File: src/rtl/poly_clear_pkg.sv
// Shared types and default sizing for the polynomial-buffer clear scheduler.
// Sizes match the largest ring dimension the arithmetic FSMs use.
package poly_clear_pkg;

  localparam int N_REQ   = 4;
  localparam int ADDR_W  = 11;
  localparam int DATA_W  = 13;
  localparam int MAX_LEN = 761;
  localparam int FILL    = 0;
  localparam int SEL_W   = $clog2(N_REQ);

  typedef enum logic [1:0] {
    IDLE,
    WAIT_PORT,
    CLEAR,
    DONE
  } state_e;

endpackage

File: src/rtl/poly_clear_sched_rr_arbiter.sv
// Combinational round-robin pick: the search starts one past the last winner,
// so the requester served most recently has the lowest priority.
module rr_arbiter
  import poly_clear_pkg::*;
(
  input  logic [N_REQ-1:0] req_i,
  input  logic [SEL_W-1:0] ptr_i,
  output logic [N_REQ-1:0] gnt_o,
  output logic [SEL_W-1:0] idx_o,
  output logic             any_o
);

  int cand;

  always_comb begin
    gnt_o = '0;
    idx_o = '0;
    any_o = 1'b0;
    cand  = 0;
    for (int i = 1; i <= N_REQ; i++) begin
      cand = int'(ptr_i) + i;
      if (cand >= N_REQ) cand = cand - N_REQ;
      if (!any_o && req_i[cand]) begin
        any_o       = 1'b1;
        gnt_o[cand] = 1'b1;
        idx_o       = SEL_W'(cand);
      end
    end
  end

endmodule

File: src/rtl/poly_clear_sched.sv
// Shares the coefficient-RAM write port among clear requesters, walking the
// granted bank from 0 to len-1 with FILL and pulsing done when finished.
module poly_clear_sched
  import poly_clear_pkg::*;
(
  input  logic                    clk_i,
  input  logic                    rst_n_i,
  input  logic [N_REQ-1:0]        req_i,
  input  logic [N_REQ*ADDR_W-1:0] len_i,
  input  logic                    mem_rdy_i,
  output logic [N_REQ-1:0]        gnt_o,
  output logic [SEL_W-1:0]        mem_sel_o,
  output logic                    mem_we_o,
  output logic [ADDR_W-1:0]       mem_addr_o,
  output logic [DATA_W-1:0]       mem_wdata_o,
  output logic [N_REQ-1:0]        done_o,
  output logic                    busy_o
);

  state_e            state_q, state_d;
  logic [SEL_W-1:0]  idx_q, idx_d;
  logic [SEL_W-1:0]  ptr_q, ptr_d;
  logic [N_REQ-1:0]  gnt_q, gnt_d;
  logic [ADDR_W-1:0] len_q, len_d;
  logic [ADDR_W-1:0] cnt_q, cnt_d;

  logic [N_REQ-1:0]  arb_gnt;
  logic [SEL_W-1:0]  arb_idx;
  logic              arb_any;
  logic [ADDR_W-1:0] len_sel;
  logic [ADDR_W-1:0] len_clamp;

  rr_arbiter u_arb (
    .req_i (req_i),
    .ptr_i (ptr_q),
    .gnt_o (arb_gnt),
    .idx_o (arb_idx),
    .any_o (arb_any)
  );

  // Oversized lengths are clamped rather than rejected.
  assign len_sel   = len_i[int'(arb_idx)*ADDR_W +: ADDR_W];
  assign len_clamp = (len_sel > ADDR_W'(MAX_LEN)) ? ADDR_W'(MAX_LEN) : len_sel;

  always_comb begin
    state_d = state_q;
    idx_d   = idx_q;
    ptr_d   = ptr_q;
    gnt_d   = gnt_q;
    len_d   = len_q;
    cnt_d   = cnt_q;
    case (state_q)
      IDLE: begin
        if (arb_any) begin
          idx_d   = arb_idx;
          ptr_d   = arb_idx;
          gnt_d   = arb_gnt;
          len_d   = len_clamp;
          cnt_d   = '0;
          state_d = (len_clamp == '0) ? DONE : WAIT_PORT;
        end
      end
      WAIT_PORT: begin
        if (mem_rdy_i) state_d = CLEAR;
      end
      CLEAR: begin
        if (mem_rdy_i) begin
          if (cnt_q == len_q - 1'b1) state_d = DONE;
          else                       cnt_d   = cnt_q + 1'b1;
        end
      end
      DONE: begin
        state_d = IDLE;
      end
      default: begin
        state_d = IDLE;
      end
    endcase
  end

  always_ff @(posedge clk_i or negedge rst_n_i) begin
    if (!rst_n_i) begin
      state_q <= IDLE;
      idx_q   <= '0;
      ptr_q   <= SEL_W'(N_REQ - 1);
      gnt_q   <= '0;
      len_q   <= '0;
      cnt_q   <= '0;
    end else begin
      state_q <= state_d;
      idx_q   <= idx_d;
      ptr_q   <= ptr_d;
      gnt_q   <= gnt_d;
      len_q   <= len_d;
      cnt_q   <= cnt_d;
    end
  end

  assign busy_o      = (state_q != IDLE);
  assign gnt_o       = busy_o ? gnt_q : '0;
  assign mem_sel_o   = busy_o ? idx_q : '0;
  assign done_o      = (state_q == DONE) ? gnt_q : '0;
  // Write strobe follows the port handshake directly so stalls never drop a write.
  assign mem_we_o    = (state_q == CLEAR) && mem_rdy_i;
  assign mem_addr_o  = cnt_q;
  assign mem_wdata_o = DATA_W'(FILL);

endmodule

File: config.mk
export PLATFORM = sky130hd
export DESIGN_NAME = poly_clear_sched
export DESIGN_NICKNAME = d
export VERILOG_FILES = /design/src/rtl/poly_clear_pkg.sv /design/src/rtl/poly_clear_sched_rr_arbiter.sv /design/src/rtl/poly_clear_sched.sv
export SDC_FILE = /design/constraint.sdc
export NUM_CORES = 1
export LEC_CHECK = 0
export BUFFER_PORTS_ARGS = -buffer_cell sky130_fd_sc_hd__buf_2
export CAP_MARGIN = 5
export CORE_ASPECT_RATIO = 0.5
export CORE_MARGIN = 3
export CORE_UTILIZATION = 25
export CTS_CLUSTER_SIZE = 20
export DETAILED_ROUTE_END_ITERATION = 8
export MAX_ROUTING_LAYER = met4
export REMOVE_ABC_BUFFERS = 1
export SYNTH_ARGS = -nofsm -noshare
export SYNTH_HDL_FRONTEND = slang
export SYNTH_SLANG_ARGS = --single-unit
File: constraint.sdc
create_clock -name clk_i -period 3.2 [get_ports clk_i]
set_clock_uncertainty 0.2 [all_clocks]
set_input_delay 0 -clock clk_i [delete_from_list [all_inputs] [get_ports clk_i]]
set_output_delay 0 -clock clk_i [all_outputs]
set_load 0.03 [all_outputs]
==> Word-level counts from Yosys, hierarchy flattened <==
Index checks and enable logic that the tools add are counted.
{ "classes": {"mul": 1, "n_mux": 50, "bitwise": 3, "order_cmp": 13, "shifts": 1, "n_addsub": 10, "n_eq_ne": 9, "n_reduce_logical": 18} }
{ "ops": {"columns": ["op", "n"], "rows": [
  ["32-bit by 1-bit greater-or-equal comparator with 1-bit output (second input constant)", 4],
  ["32-bit by 4-bit greater-or-equal comparator with 1-bit output (second input constant)", 4],
  ["32-bit by 4-bit less-than comparator with 1-bit output (second input constant)", 4],
  ["32-bit 2-to-1 mux", 4],
  ["32-bit by 4-bit subtractor with 32-bit output (second input constant)", 4],
  ["11-bit 2-to-1 mux", 4],
  ["44-bit by 7-bit variable part select with 11-bit output", 1],
  ["4-bit 2-to-1 mux", 6],
  ["11-bit one-hot mux with 2 select lines", 1],
  ["2-bit 2-to-1 mux", 10],
  ["1-bit 2-to-1 mux", 16],
  ["4-bit bitwise OR", 3],
  ["11-bit by 1-bit adder with 11-bit output (second input constant)", 1],
  ["11-bit equality test", 1],
  ["11-bit by 10-bit > comparator with 1-bit output (second input constant)", 1],
  ["11-bit zero test", 1],
  ["11-bit by 1-bit subtractor with 11-bit output (second input constant)", 1],
  ["2-bit inequality test (second input constant)", 5],
  ["1-bit binary-select mux with 2-bit select", 4],
  ["1-bit demux with 2-bit select", 4],
  ["1-bit logical AND", 8],
  ["2-bit one-hot mux with 4 select lines", 1],
  ["4-bit AND reduction", 2],
  ["2-bit by 2-bit adder with 3-bit output (second input constant)", 2],
  ["9 further kinds", 13]
]} }
{ "word_totals": {"reg_bits": 32, "in_bits": 51, "word_cells": 111, "out_inout_bits": 36} }

==> Depth between registers and ports, before layout <==
{ "depth": {"ltp_word": 24, "mapped_depth": 14} }

==> By module <==
A second synthesis with hierarchy kept.
{ "hier_totals": {"cells_unflattened": 352, "area_unflattened_um2": 3083.0} }
{ "by_module_without_submodules": {"columns": ["module", "cells_per_inst", "seq_area_each_um2", "n_inst", "area_per_inst_um2"], "rows": [
  ["poly_clear_sched", 272, 803.3, 1, 2446.1],
  ["rr_arbiter", 80, 0.0, 1, 636.9]
]} }

==> Least setup slack after synthesis <==
No wires, ideal clock.
{ "synth_path": {"path_kind": "register -> register", "from": "register ptr_q[0]", "to": "register state_q[1]", "path_slack_ns": 0.068, "required_time_ns": 2.875, "period_less_slack_ns": 3.132, "stages_incl_launch_ff": 15, "t_arrival_ns": 2.807, "path_cell_list": "dfstp_2 buf_6 inv_1 ha_1 buf_2 mux2_2 o221ai_1 o221a_2 buf_6 buf_6 a21oi_1 a32o_1 nand4_1 o2bb2ai_1 mux2_2"} }
{ "synth_between": {"elab_chain_len": 24, "word_cells_on_any_way": 52} }
{ "synth_lines": {"columns": ["item", "line_no", "text"], "rows": [
  ["start, declared", "poly_clear_sched.sv:22", "logic [SEL_W-1:0] ptr_q, ptr_d;"],
  ["start signal, assigned", "poly_clear_sched.sv:85", "ptr_q <= SEL_W'(N_REQ - 1);"],
  ["start signal, assigned", "poly_clear_sched.sv:92", "ptr_q <= ptr_d;"],
  ["2-bit by 1-bit adder with 3-bit output", "poly_clear_sched_rr_arbiter.sv:21", "cand = int'(ptr_i) + i;"],
  ["32-bit by 4-bit subtractor with 32-bit output / 32-bit by 4-bit greater-or-equal comparator with 1-bit output (equally long branches)", "poly_clear_sched_rr_arbiter.sv:22", "if (cand >= N_REQ) cand = cand - N_REQ;"],
  ["32-bit 2-to-1 mux", "poly_clear_sched_rr_arbiter.sv:22", null],
  ["1-bit binary-select mux with 2-bit select", "poly_clear_sched_rr_arbiter.sv:23", "if (!any_o && req_i[cand]) begin"],
  ["1-bit 2-to-1 mux (not written as such) (2 in a row)", "poly_clear_sched_rr_arbiter.sv:23", null],
  ["1-bit 2-to-1 mux", "poly_clear_sched_rr_arbiter.sv:23", null],
  ["1-bit zero test", "poly_clear_sched_rr_arbiter.sv:23", null],
  ["1-bit logical AND", "poly_clear_sched_rr_arbiter.sv:23", null],
  ["(+7 left out)", null, null],
  ["2-bit by 4-bit multiplier with 6-bit output", "poly_clear_sched.sv:42", "assign len_sel = len_i[int'(arb_idx)*ADDR_W +: ADDR_W];"],
  ["44-bit by 7-bit variable part select with 11-bit output", "poly_clear_sched.sv:42", null],
  ["11-bit by 10-bit > comparator with 1-bit output", "poly_clear_sched.sv:43", "assign len_clamp = (len_sel > ADDR_W'(MAX_LEN)) ? ADDR_W'(MAX_LEN) : len_sel;"],
  ["11-bit 2-to-1 mux", "poly_clear_sched.sv:43", null],
  ["11-bit zero test", "poly_clear_sched.sv:60", "state_d = (len_clamp == '0) ? DONE : WAIT_PORT;"],
  ["2-bit 2-to-1 mux", "poly_clear_sched.sv:60", null],
  ["2-bit 2-to-1 mux", "poly_clear_sched.sv:54", "if (arb_any) begin"],
  ["2-bit one-hot mux with 4 select lines", "poly_clear_sched.sv:52", "case (state_q)"],
  ["end signal, assigned", "poly_clear_sched.sv:90", "state_q <= state_d;"],
  ["end, declared", "poly_clear_sched.sv:20", "state_e state_q, state_d;"]
]} }
Several ways; a longest one is shown, not always the timed one. The select of a mux whose other input is x is not followed.
A chain may end at the register's enable or synchronous reset.

==> Worst setup path in the final report <==
{ "layout_path": {"from": "register ptr_q[0]", "to": "register len_q[4]"} }
{ "layout_between": {"elab_chain_len": 20, "word_cells_on_any_way": 47} }
{ "layout_lines": {"columns": ["item", "line_no", "text"], "rows": [
  ["2-bit by 1-bit adder with 3-bit output", "poly_clear_sched_rr_arbiter.sv:21", null],
  ["32-bit by 4-bit subtractor with 32-bit output / 32-bit by 4-bit greater-or-equal comparator with 1-bit output (equally long branches)", "poly_clear_sched_rr_arbiter.sv:22", null],
  ["32-bit 2-to-1 mux", "poly_clear_sched_rr_arbiter.sv:22", null],
  ["1-bit binary-select mux with 2-bit select", "poly_clear_sched_rr_arbiter.sv:23", null],
  ["1-bit 2-to-1 mux (not written as such) (2 in a row)", "poly_clear_sched_rr_arbiter.sv:23", null],
  ["1-bit 2-to-1 mux", "poly_clear_sched_rr_arbiter.sv:23", null],
  ["1-bit zero test", "poly_clear_sched_rr_arbiter.sv:23", null],
  ["1-bit logical AND", "poly_clear_sched_rr_arbiter.sv:23", null],
  ["(+3 left out)", null, null],
  ["1-bit 2-to-1 mux", "poly_clear_sched_rr_arbiter.sv:23", null],
  ["1-bit zero test", "poly_clear_sched_rr_arbiter.sv:23", null],
  ["1-bit logical AND", "poly_clear_sched_rr_arbiter.sv:23", null],
  ["2-bit 2-to-1 mux", "poly_clear_sched_rr_arbiter.sv:23", null],
  ["2-bit by 4-bit multiplier with 6-bit output", "poly_clear_sched.sv:42", null],
  ["44-bit by 7-bit variable part select with 11-bit output", "poly_clear_sched.sv:42", null],
  ["11-bit by 10-bit > comparator with 1-bit output", "poly_clear_sched.sv:43", null],
  ["11-bit 2-to-1 mux", "poly_clear_sched.sv:43", null],
  ["end signal, assigned", "poly_clear_sched.sv:94", "len_q <= len_d;"],
  ["end, declared", "poly_clear_sched.sv:24", "logic [ADDR_W-1:0] len_q, len_d;"]
]} }
Several ways; a longest one is shown, not always the timed one. The select of a mux whose other input is x is not followed.

==> metrics.yaml <==
critPathKind: "register to register"
syn_avg_cell_area_um2: 8.22
cts-root-buf: "clkbuf_16"
routed_wirelength_um: 9000
multi_input_area_mm2: 0.00221
synth_top_area_share_pct: 23.2
vias_per_cell: 5.02
start_kind: "register"
drc_errors: 0
ys.flop_type: "dfrtp_1"
slew_headroom_pct: 49.7
p_per_area_mw_per_mm2: 806
leakage_nw: 1.81
clock.fmax_mhz: 326
maxSlewViolCount: 0
critPathCaptureType: "register"
yosys.area.top_type: "dfrtp_1"
status: "finished, final reports clean"
die_y_um: 86.5
crit_path_max_incr_delay_ns: 0.56
synthCells: 394
cts_buffers: 5
utilization_pct: 33.5
portBuffers: 73
crit_chain: "inv_1, ha_1, mux2_2, o221ai_2, o221a_4, a21oi_1, a32o_1, dlygate4sd3_1, a21oi_1"
vias: 3277
grt_max_degree: 33
antenna_found_initial: 0
nFillCells: 1236
num_io_pins: 87
area_growth_pct: 26.6
die_x_um: 167
synth_area_leaders: "dfrtp_1 (23%), nand2_1 (7.3%), ha_1 (5.4%)"
seq_area_frac_synth_pct: 24.8
layout-drive-gt1-share_pct: 24.8
drt-pass1-iter-count: 4
ys_types: 72
synth_common_cells: "nand2_1 (63), dfrtp_1 (30), a21oi_1 (21)"
cts_max_level: 2
synth-edff-count: 0
final_nets: 552
seqCellArea_um2: 803
postSynth.asyncResetShare_pct: 100
place.gp.congestion: 0.832
cp_common_cell: "a21oi_1"
critPathArrivalTime_ns: 3.07
setup_viol_count_final: 0
first_iter_violations: 275
cp.required_ns: 3.20
irDropWorstVdd_uv: 252
grt_pass1_wl_um: 14300
hp-class: "primary input to register"
core_mm2: 0.0122
tritoncts: "yes"
finalCritPeriodShare_pct: 95.9
ys_warn_count: 0
grt_pass1_vias: 3029
period_minus_slack_ns: 3.07
holdWs_ns: 0.00888
tightest_slew_ns: 0.734
hold_viol: 0
ys_seq_elements: 32
start_util_pct: 26.5
synth.most_common_cell: "nand2_1"
cts.clk_slew.worst_paths_ns: 0.05
cts_sinks: 32
cts_buffer_depth: 2
dp_hpwl_um: 6560
netlist_area_mm2: 0.00324
insertion_delay_ns: 0.27
n_antenna_cell: 0
path_max_fanout: 8
maxCapViolations: 0
gr-usage-all-layers_pct: 12.0
fp.dieArea_mm2: 0.0144
num_rows: 28
rsz0062_at_grt: "false"
slowest_stage: "dlygate4sd3_1"
wl_per_cell_um: 13.8
drtAntennaViolNets: 0
grt_overflow: 0
where the power goes:
| group | switching (mW) | total [mW] | internal [mW] |
|---|---|---|---|
| clock network | 0.160 | 0.448 | 0.289 |
| registers | 0.145 | 0.675 | 0.529 |
| logic | 1.29 | 2.18 | 0.883 |
per-stage QoR:
step / instance area (um2) / setup WS, ns / setup TNS (ns) / power [mW] / cells
2_1_floorplan: 3040 / -0.0815 / -0.257 / 2.09 / 372
3_3_place_gp: 3710 / 0.194 / 0 / 2.69 / 621
3_5_place_dp: 3710 / 0.122 / 0 / 2.70 / 621
4_1_cts: 4040 / 0.0236 / 0 / 3.21 / 648
5_1_grt: 4100 / 0.0220 / 0 / 3.57 / 653
6_report: 4100 / 0.130 / 0 / 3.30 / 653
metal layers:
metal	up-vias	GRT usage (%)	routed length [um]
met1	1546	14.5	3950
met3	12	1.69	508
met4	0	2.02	96
met5	-	-	0
met2	113	22.1	4450
li1	1606	-	-
flip-flops by register name (all words and copies together) (netlist names):
register    count
gnt_q           4
idx_q           2
len_q          11
mem_addr_o     11
ptr_q           2
state_q         2
logic make-up after synthesis:
logic type	synth area share [%]
XOR/XNOR	3.94
AO/OA/AOI/OAI	23.3
multiplexers	5.18
other	0.116
AND/OR/NAND/NOR	27.9
flip-flops	24.8
adder cells (fa/ha/maj)	5.41
buffers and inverters	9.35
cell type report:
type,instances,share of cell area [%]
clock buffer,8,3.33
inverter,17,1.56
multi-input combinational,324,53.9
sequential,32,19.6
tap,165,5.04
timing repair buffer,107,16.6
layout by cell type (no fill, tap or decap), types with 4 or more instances in the layout:
cell           instances
a21oi_1               21
a221oi_1               5
a22o_1                 4
a22oi_1                7
a32o_1                 6
and2_1                 9
buf_2                 73
buf_4                 14
clkbuf_16              5
conb_1                13
dfrtp_1               30
dlygate4sd3_1         19
ha_1                  14
inv_1                 17
mux2i_1               10
nand2_1               63
nand3_1               11
nand4_1                4
nor2_1                20
nor2b_1                9
nor3_1                 8
nor3_2                 4
nor3b_1                4
nor4_1                 8
o21ai_0               15
o21ai_1                4
o22ai_1                5
or3_1                  6
xnor2_1                8
xor2_1                 4
final timing paths:
path | start | to | slack (ns) | cells after the start
worst max-delay path | ptr_q[0]$_DFFE_PN1P_ | len_q[4]$_DFFE_PN0P_ | 0.13 | 9
worst min-delay path | len_i[16] | len_q[5]$_DFFE_PN0P_ | 0.009 | 4
worst max register to register | ptr_q[0]$_DFFE_PN1P_ | len_q[4]$_DFFE_PN0P_ | 0.13 | 9
worst min register to register | idx_q[0]$_DFFE_PN0P_ | idx_q[0]$_DFFE_PN0P_ | 0.28 | 2
max in group asynchronous | rst_n_i | state_q[1]$_DFFE_PN0P_ | 2.20 | 2
min in group asynchronous | rst_n_i | mem_addr_o[4]$_DFFE_PN0P_ | 0.12 | 2
what timing repair did:
item / 4_1_cts / 5_1_grt
hold endpoints to repair: 39 / 0
endpoints found under the setup margin: 0 / 5
setup buffers: 0 / 4
gates resized for setup: 0 / 3
hold buffers: 19 / 0
critical path, delay by kind of cell, from the launching register on:
family                   cells  cell delay (ns)
flip-flops                   1             0.52
AO/OA/AOI/OAI                5             0.93
multiplexers                 1             0.36
adder cells (fa/ha/maj)      1             0.36
buffers and inverters        2             0.62
(Power assumes the default switching activity.)
